### src/rtl/pipeline_hazard_ctrl.sv
// Stall/flush sequencer for the 5-stage pipeline: load-use interlock, taken-branch
// squash and back-end freeze during multi-cycle data-memory accesses.
module pipeline_hazard_ctrl #(
  parameter int REG_ADDR_W  = 5,
  parameter int MEM_TIMEOUT = 15,
  parameter int CNT_W       = 16
) (
  input  logic                  clk,
  input  logic                  reset,
  input  logic [REG_ADDR_W-1:0] id_rs,
  input  logic [REG_ADDR_W-1:0] id_rt,
  input  logic                  id_uses_rt,
  input  logic                  id_ex_mem_read,
  input  logic [REG_ADDR_W-1:0] id_ex_rt,
  input  logic                  ex_branch_taken,
  input  logic                  dm_req,
  input  logic                  dm_ready,
  output logic                  pc_write_en,
  output logic                  if_id_write_en,
  output logic                  if_id_flush,
  output logic                  id_ex_bubble,
  output logic                  id_ex_hold,
  output logic                  ex_dm_hold,
  output logic                  dm_wb_bubble,
  output logic [1:0]            ctrl_state,
  output logic [CNT_W-1:0]      stall_cycles,
  output logic                  timeout_err
);

  typedef enum logic [1:0] {
    ST_RUN        = 2'd0,
    ST_LOAD_STALL = 2'd1,
    ST_MEM_WAIT   = 2'd2
  } state_t;

  localparam logic [7:0] LP_TIMEOUT  = 8'(MEM_TIMEOUT);
  localparam logic [7:0] LP_WAIT_MAX = 8'hFF;

  state_t           r_state;
  logic [7:0]       r_wait_cnt;
  logic [CNT_W-1:0] r_stall_cycles;
  logic             r_timeout_err;

  logic             w_mem_stall;
  logic             w_load_use;
  logic             w_load_use_act;
  state_t           w_next_state;
  logic [7:0]       w_wait_cnt_nxt;
  logic             w_pc_write_en;
  logic             w_if_id_write_en;
  logic             w_if_id_flush;
  logic             w_id_ex_bubble;
  logic             w_id_ex_hold;
  logic             w_ex_dm_hold;
  logic             w_dm_wb_bubble;

  assign w_mem_stall = dm_req & ~dm_ready;
  assign w_load_use  = id_ex_mem_read & (id_ex_rt != '0) &
                       ((id_ex_rt == id_rs) | (id_uses_rt & (id_ex_rt == id_rt)));
  // ID_EX already carries the bubble in LOAD_STALL, so the same hazard must not re-trigger.
  assign w_load_use_act = w_load_use & (r_state != ST_LOAD_STALL);

  always_comb begin
    w_pc_write_en    = 1'b0;
    w_if_id_write_en = 1'b0;
    w_if_id_flush    = 1'b0;
    w_id_ex_bubble   = 1'b0;
    w_id_ex_hold     = 1'b0;
    w_ex_dm_hold     = 1'b0;
    w_dm_wb_bubble   = 1'b0;
    w_next_state     = ST_RUN;
    if (reset) begin
      w_next_state = ST_RUN;
    end else if (w_mem_stall) begin
      w_id_ex_hold   = 1'b1;
      w_ex_dm_hold   = 1'b1;
      w_dm_wb_bubble = 1'b1;
      w_next_state   = ST_MEM_WAIT;
    end else if (ex_branch_taken) begin
      w_pc_write_en    = 1'b1;
      w_if_id_write_en = 1'b1;
      w_if_id_flush    = 1'b1;
      w_id_ex_bubble   = 1'b1;
      w_next_state     = ST_RUN;
    end else if (w_load_use_act) begin
      w_id_ex_bubble = 1'b1;
      w_next_state   = ST_LOAD_STALL;
    end else begin
      w_pc_write_en    = 1'b1;
      w_if_id_write_en = 1'b1;
      w_next_state     = ST_RUN;
    end
  end

  always_comb begin
    w_wait_cnt_nxt = '0;
    if (w_mem_stall) begin
      w_wait_cnt_nxt = (r_wait_cnt == LP_WAIT_MAX) ? LP_WAIT_MAX : r_wait_cnt + 8'd1;
    end
  end

  always_ff @(posedge clk or posedge reset) begin
    if (reset) begin
      r_state        <= ST_RUN;
      r_wait_cnt     <= '0;
      r_stall_cycles <= '0;
      r_timeout_err  <= 1'b0;
    end else begin
      r_state    <= w_next_state;
      r_wait_cnt <= w_wait_cnt_nxt;
      if (w_mem_stall && (w_wait_cnt_nxt == LP_TIMEOUT)) begin
        r_timeout_err <= 1'b1;
      end
      if (!w_pc_write_en && (r_stall_cycles != {CNT_W{1'b1}})) begin
        r_stall_cycles <= r_stall_cycles + 1'b1;
      end
    end
  end

  assign pc_write_en    = w_pc_write_en;
  assign if_id_write_en = w_if_id_write_en;
  assign if_id_flush    = w_if_id_flush;
  assign id_ex_bubble   = w_id_ex_bubble;
  assign id_ex_hold     = w_id_ex_hold;
  assign ex_dm_hold     = w_ex_dm_hold;
  assign dm_wb_bubble   = w_dm_wb_bubble;
  assign ctrl_state     = r_state;
  assign stall_cycles   = r_stall_cycles;
  assign timeout_err    = r_timeout_err;

endmodule
### config.mk
export PLATFORM = sky130hd
export DESIGN_NAME = pipeline_hazard_ctrl
export DESIGN_NICKNAME = d
export VERILOG_FILES = /design/src/rtl/pipeline_hazard_ctrl.sv
export SDC_FILE = /design/constraint.sdc
export NUM_CORES = 1
export LEC_CHECK = 0
export CELL_PAD_IN_SITES_DETAIL_PLACEMENT = 2
export CELL_PAD_IN_SITES_GLOBAL_PLACEMENT = 2
export CORE_MARGIN = 5
export CORE_UTILIZATION = 28
export DETAILED_ROUTE_END_ITERATION = 10
export PLACE_DENSITY = 0.88
export SLEW_MARGIN = 10
export SYNTH_ARGS = -nofsm -noshare
export SYNTH_HDL_FRONTEND = slang
export SYNTH_SLANG_ARGS = --single-unit
### constraint.sdc
create_clock -name clk -period 2.49 [get_ports clk]
set_input_delay 0.498 -clock clk [delete_from_list [all_inputs] [get_ports clk]]
set_output_delay 0.498 -clock clk [all_outputs]
set_load 0.02 [all_outputs]
==> results of run 1 <==
## flip-flops by register name (all words and copies together) (netlist names)
register / count
r_wait_cnt: 8
ctrl_state: 2
stall_cycles: 16
timeout_err: 1
## worst paths after layout
kind	slack, ns	start	endpoint
max	0.13	id_rt[2]	id_ex_bubble
min	0.48	timeout_err	timeout_err
max reg2reg	0.50	stall_cycles[0]	stall_cycles[10]
min reg2reg	0.48	timeout_err	timeout_err
max in group asynchronous	1.50	reset	stall_cycles[2]
min in group asynchronous	0.72	reset	ctrl_state[1]
## per-layer routing
metal | vias up | part of all wire (%) | global-route usage [%]
li1 | 685 | - | -
met4 | 0 | 0.98 | 4.32
met2 | 34 | 50 | 22.7
met5 | - | 0 | 0
met1 | 718 | 46 | 18.8
met3 | 4 | 3.5 | 1.94
## cell type report
class	count	area, um^2	area share (%)
Multi-Input combinational cell	124	877	38.1
Clock buffer	4	45.0	1.95
Tap cell	72	90.1	3.91
Inverter	6	22.5	0.977
Sequential cell	27	676	29.3
Timing Repair Buffer	65	594	25.8
## per-stage QoR
step | worst slack [ns] | total power [mW] | instance area [um^2] | utilization, %
3_3_place_gp | -0.479 | 1.48 | 2250 | 40.8
5_1_grt | 0.0558 | 1.88 | 2300 | 41.9
2_1_floorplan | 0.409 | 1.10 | 1590 | -
3_5_place_dp | -0.551 | 1.51 | 2250 | 40.8
6_report | 0.129 | 1.75 | 2300 | 41.9
4_1_cts | 0.00484 | 1.77 | 2290 | 41.5
## critical path, stage by stage
cell	delay, ns
clkdlybuf4s50_1	0.48
xnor2_1	0.13
nand4_1	0.13
o22ai_2	0.17
and3_2	0.20
o21a_1	0.10
buf_2	0.16
## Yosys cell counts, types with 2 or more instances
master	instances
a21boi_2	2
and3_2	2
a31oi_1	3
o21ai_0	3
buf_4	3
nor2_1	10
ha_1	2
nor2b_1	3
nand2b_1	4
inv_1	6
nor3_2	2
a21oi_1	6
nor4_4	2
xnor2_1	14
dfrtp_1	27
nor3_1	7
and3_1	5
nand3_1	9
nand4_1	3
xor2_1	15
nand2_1	19
## power groups by stage
stage | clock, mW | combinational [mW] | sequential [mW]
3_3_place_gp | 0 | 0.748 | 0.727
3_5_place_dp | 0 | 0.776 | 0.736
2_1_floorplan | 0 | 0.274 | 0.831
6_report | 0.260 | 0.764 | 0.725
5_1_grt | 0.292 | 0.827 | 0.762
4_1_cts | 0.268 | 0.777 | 0.729
## kinds of logic after synthesis
group                      after synthesis  synth area share, %
and+or+nand+nor                         70                 25.4
xor gates and xnor gates                29                 15.9
AOI/OAI and AO/OA                       22                 10.8
DFF                                     27                 42.4
buffers and inverters                   10                 3.06
adders and majority gates                2                 1.57
muxes                                    1                0.942
## what timing repair did
| item | 4_1_cts | 5_1_grt |
|---|---|---|
| pin swaps | 2 | 0 |
| buffers inserted | 2 | 0 |
| gates resized for setup | 17 | 5 |
| gates cloned | 0 | 0 |
| endpoints found under the setup margin | 6 | 6 |
| hold endpoints to repair | 0 | 0 |
==> flow_metrics.py, run 1 <==
metrics = {
    "outcome": {
        "status": "complete, no violations",
    },
    "sta": {
        "tightest_slew_ns": 0.369,
        "slew_viol_final": 0,
        "fin_setup_tns_ns": 0,
        "max_slew_margin_pct": 75.4,
        "setup_viol": 0,
        "post-route-period-util_pct": 94.8,
        "hold_ws_ns": 0.480,
        "fin_crit_ns": 2.36,
        "report.final.hold_viol_count": 0,
        "rsz0062_at_grt": "no",
        "max_freq_ghz": 0.424,
        "fin_skew_ns": 0.00237,
    },
    "die": {
        "io_pins": 48,
        "rows": 27,
        "initial_utilization_pct": 28.9,
        "die_h_um": 85.5,
        "dieArea_mm2": 0.00730,
        "coreArea_mm2": 0.00551,
        "die_w_um": 85.5,
    },
    "power": {
        "p_leak_nw": 1.01,
        "power.switching_uw": 705,
        "power.density_mw_per_mm2": 759,
        "p_int_mw": 1.04,
        "p_seq_share_pct": 41.5,
        "clockPowerShare_pct": 14.9,
        "ir_worst_vdd_mv": 0.565,
        "combPwrFrac_pct": 43.7,
        "p_sw_share_pct": 40.3,
    },
    "yosys": {
        "synth-seq-cells": 27,
        "synth_ff_type": "dfrtp_1",
        "synthArstFlopShare_pct": 100,
        "avgSynthCellArea_um2": 9.90,
        "yosysTopAreaCellShare_pct": 42.4,
        "synthCells": 161,
        "syn-num-nets": 185,
        "yosysWarnings": 0,
        "synth.area.top_cells": "dfrtp_1 (42%), xor2_1 (8.2%), xnor2_1 (7.7%)",
        "yosysTopAreaCell": "dfrtp_1",
        "synth_cell_types": 35,
        "syn_area_mm2": 0.00159,
        "synth_edf_count": 0,
        "ys_seq_area_share_pct": 42.4,
    },
    "setup_path": {
        "worstPathArrival_ns": 1.86,
        "cp-start-kind": "input port",
        "cp_max_fo": 2,
        "reg2reg_depth": 8,
        "crit_required_ns": 1.99,
        "critPathKind": "in -> out",
        "end_kind": "output pin",
    },
    "clocking": {
        "cts_buffers": 3,
        "cts.sinks": 27,
        "path_clk_slew_ns": 0.10,
        "cts_max_level": 1,
        "clockRootBuffer": "clkbuf_8",
        "max-clock-path-buffers": 2,
        "insertion_delay_ns": 0.27,
        "ctsHoldBuffers": 0,
        "cts_tree": "yes",
    },
    "cells_and_area": {
        "fin_cells": 298,
        "drive_gt1_share_pct": 18.1,
        "diodes": 0,
        "syn_to_final_growth_pct": 44.6,
        "fin_nets": 251,
        "layout_commonest_cell": "clkdlybuf4s50_1",
        "nFillCells": 601,
        "final_cell_mix": "clkdlybuf4s50_1 (35), dfrtp_1 (27), nand2_1 (19), buf_4 (18), xor2_1 (15)",
    },
    "placement": {
        "hpwl_mm": 3.63,
        "placed_cells": 292,
        "gp_congestion": 0.831,
        "port_buffers": 47,
    },
    "drt": {
        "ant_nets": 0,
        "wirelength_mm": 4.88,
        "drc_errors": 0,
        "wl_per_cell_um": 16.4,
        "drt-pass1-iter-count": 4,
        "drtIter0Drc": 10,
        "avgViaCountPerCell": 4.84,
        "via_count": 1441,
    },
    "global_routing": {
        "grt_pass1_vias": 1593,
        "antenna_found_initial": 0,
        "overflow": 0,
        "grt_util_all_layers_pct": 13.9,
        "grt_pass1_wl_mm": 8.19,
        "grt_max_degree": 28,
    },
    "hold_path": {
        "hold_class": "reg -> reg",
        "hold_depth": 1,
    },
    "run": {
        "maxCapViolCount": 0,
    },
}
No activity file was read; power rests on OpenSTA's default activity.
==> inputs of run 2 (changes only) <==
--- a/config.mk
+++ b/config.mk
@@ -5,12 +5,14 @@
 export SDC_FILE = /design/constraint.sdc
 export NUM_CORES = 1
 export LEC_CHECK = 0
+export ABC_AREA = 1
 export CELL_PAD_IN_SITES_DETAIL_PLACEMENT = 2
 export CELL_PAD_IN_SITES_GLOBAL_PLACEMENT = 2
 export CORE_MARGIN = 5
-export CORE_UTILIZATION = 28
+export CORE_UTILIZATION = 26
+export CTS_CLUSTER_SIZE = 30
 export DETAILED_ROUTE_END_ITERATION = 10
-export PLACE_DENSITY = 0.88
+export PLACE_DENSITY = 0.89
 export SLEW_MARGIN = 10
 export SYNTH_ARGS = -nofsm -noshare
 export SYNTH_HDL_FRONTEND = slang
==> run 2 against run 1 <==
Against the previous run:
- via count rose by 32%
- synthesized area rose by 15%
- sequential cell count did not move
- cell area rose by 6.1%
- worst hold slack improved by 0.0020 ns
- critical path depth rose by 4
- utilization fell by 6.0 points
- setup slack improved by 0.0033 ns
- non-clock buffer count fell by 12
- fmax rose by 0.14%
- clock skew rose by 0.00093 ns
- critical path type unchanged
- largest power group is now registers
- highest routed layer unchanged
==> flow_metrics.py, run 2 <==
metrics = {
    "setup_path": {
        "worst-path-stages": 11,
        "cpLargestDelayFamily": "buffers and inverters",
        "r2r_slack_ns": 0.51,
        "crit_end": "if_id_write_en",
        "worstSetupStartpoint": "id_ex_rt[2]",
        "worstPathCellList": "clkdlybuf4s50_1 > inv_1 > nand2_1 > nand2_1 > nor2_1 > nand3_1 > nand2_1 > nand3_2 > nand2_4 > inv_1 > buf_2",
        "critPathBufInv": 4,
        "cp_max_fo": 3,
        "cp-start-kind": "input port",
        "rr_endpoint": "stall_cycles[9]",
        "path_common_cell": "nand2_1",
        "reg2reg_depth": 8,
        "crit_required_ns": 1.99,
        "critPathMaxStageDelay_ns": 0.53,
        "r2r-start": "stall_cycles[0]",
        "worstPathArrival_ns": 1.86,
        "end_kind": "output pin",
        "critPathKind": "in -> out",
        "cpMaxStageDelayCell": "clkdlybuf4s50_1",
    },
    "sta": {
        "fin_ws_ns": 0.133,
        "fin_skew_ns": 0.00330,
        "slew_viol_final": 0,
        "max_freq_ghz": 0.424,
        "setup_viol": 0,
        "rsz0062_at_grt": "no",
        "post-route-period-util_pct": 94.7,
        "max_slew_margin_pct": 64.7,
        "report.final.hold_viol_count": 0,
        "hold_ws_ns": 0.482,
        "fin_crit_ns": 2.36,
        "tightest_slew_ns": 0.525,
    },
    "yosys": {
        "synth_edf_count": 0,
        "yosysWarnings": 0,
        "syn_area_mm2": 0.00184,
        "syn-num-nets": 294,
        "synth-seq-cells": 27,
        "synth_ff_type": "dfrtp_1",
        "netlist_top_cells_count": "nand2_1 (88), inv_1 (44), nand3_1 (29)",
        "synthCells": 270,
        "avgSynthCellArea_um2": 6.81,
        "yosysTopAreaCell": "dfrtp_1",
        "synth.area.top_cells": "dfrtp_1 (37%), nand2_1 (18%), inv_1 (9.0%)",
        "ys_seq_area_share_pct": 36.7,
        "synth_cell_types": 23,
        "synth_most_common_cell": "nand2_1",
        "synthArstFlopShare_pct": 100,
        "yosysTopAreaCellShare_pct": 36.7,
    },
    "global_routing": {
        "grt_use_met2_pct": 25.9,
        "overflow": 0,
        "grt_util_met3_pct": 2.16,
        "grt_pass1_vias": 2151,
        "grt_pass1_wl_mm": 10.3,
        "busiest_layer": "met2",
        "grt_max_degree": 26,
        "antenna_found_initial": 0,
        "grt.met1_usage_pct": 18.1,
        "grt_util_all_layers_pct": 14.5,
    },
    "cells_and_area": {
        "fin_nets": 344,
        "drive_gt1_share_pct": 7.52,
        "diodes": 0,
        "syn_to_final_growth_pct": 33.0,
        "postLayoutCoreUtil_pct": 35.8,
        "layout_commonest_cell": "nand2_1",
        "largest_reg_flops": 16,
        "final_cell_mix": "nand2_1 (88), inv_1 (44), clkdlybuf4s50_1 (36), nand3_1 (29), dfrtp_1 (27)",
    },
    "power": {
        "clockPowerShare_pct": 22.5,
        "power.switching_uw": 419,
        "p_sw_share_pct": 35.4,
        "p_int_uw": 765,
        "ir_worst_vdd_mv": 0.320,
        "p_seq_share_pct": 45.6,
        "combPwrFrac_pct": 31.9,
        "p_leak_nw": 1.25,
        "power.density_mw_per_mm2": 484,
    },
    "drt": {
        "drc_errors": 0,
        "drt-pass1-iter-count": 4,
        "wirelength_mm": 6.11,
        "via_count": 1907,
        "avgViaCountPerCell": 4.60,
        "wl_per_cell_um": 14.7,
        "ant_nets": 0,
        "drtIter0Drc": 45,
    },
    "clocking": {
        "cts_setup_buffers": 0,
        "cts.sinks": 27,
        "clockRootBuffer": "clkbuf_8",
        "insertion_delay_ns": 0.28,
        "cts_buffers": 3,
        "cts_max_level": 1,
        "cts_tree": "yes",
        "path_clk_slew_ns": 0.10,
        "max-clock-path-buffers": 2,
    },
    "die": {
        "io_pins": 48,
        "initial_utilization_pct": 26.9,
        "die_w_um": 94.1,
        "rows": 30,
        "die_h_um": 94.1,
        "coreArea_mm2": 0.00683,
        "dieArea_mm2": 0.00886,
    },
    "placement": {
        "hpwl_mm": 4.71,
        "gp_congestion": 0.796,
        "port_buffers": 47,
        "post-place-ws_ns": -0.416,
    },
    "outcome": {
        "status": "complete, no violations",
    },
    "hold_path": {
        "hold_class": "reg -> reg",
    },
    "run": {
        "maxCapViolCount": 0,
    },
}
[run 2: how the worst min path moves through the flow]
stage	endpoint	cells after the start	slack, ns	start
2_1_floorplan	r_wait_cnt[0]	3	0.53	r_wait_cnt[0]
3_3_place_gp	timeout_err	2	0.45	timeout_err
3_5_place_dp	timeout_err	2	0.46	timeout_err
4_1_cts	timeout_err	2	0.49	timeout_err
5_1_grt	timeout_err	2	0.51	timeout_err
6_report	timeout_err	2	0.48	timeout_err
[run 2: metrics by stage]
| stage | TNS [ns] | power, mW | instance area [um^2] | cells |
|---|---|---|---|---|
| after floorplan | 0 | 0.751 | 1840 | 270 |
| after global placement | -1.50 | 0.919 | 2410 | 411 |
| after detailed placement | -1.82 | 0.932 | 2410 | 411 |
| after CTS | -0.0997 | 1.21 | 2440 | 415 |
| after global routing | 0 | 1.26 | 2450 | 415 |
| final | 0 | 1.18 | 2450 | 415 |
[run 2: area by class of cell]
class | instances | area, um^2
sequential | 27 | 676
tap | 96 | 120
fill | 868 | 4390
clock buffer | 4 | 45.0
timing repair buffer | 53 | 505
inverter | 45 | 169
multi-input combinational | 190 | 931
[run 2: tightest hold or removal path: cells and delay by family (launching register included)]
kind / cells / cell delay (ns)
DFF: 1 / 0.36
and+or+nand+nor: 1 / 0.05
buffers and inverters: 1 / 0.04
[run 2: cell families (layout without fill, tap and decap cells)]
group           after synthesis  in the layout  synth area share [%]
simple gates                167            167                  40.5
compound gates                7              7                  1.90
buf+inv                      53            102                  12.8
flops                        27             27                  36.7
xor+xnor                     14             14                  6.67
fa+ha+maj                     2              2                  1.36
[run 2: power groups by stage]
stage	registers, mW	clock network (mW)	logic, mW
2_1_floorplan	0.581	0	0.170
3_3_place_gp	0.542	0	0.377
3_5_place_dp	0.547	0	0.386
4_1_cts	0.539	0.281	0.388
5_1_grt	0.547	0.293	0.418
6_report	0.539	0.267	0.377
[run 2: routing by layer]
layer  part of all wire [%]  up-vias  wire length, um
met1                     43      948             2610
met3                    4.5        4              275
met2                     52       35             3180
met4                   0.77        0               47
li1                       -      920                -
met5                      0        -                0
[run 2: timing repair]
item                                    CTS  global route
resized for setup                        15             7
endpoints found under the setup margin    7             3
pin swaps                                 1             0
hold buffers                              0             0
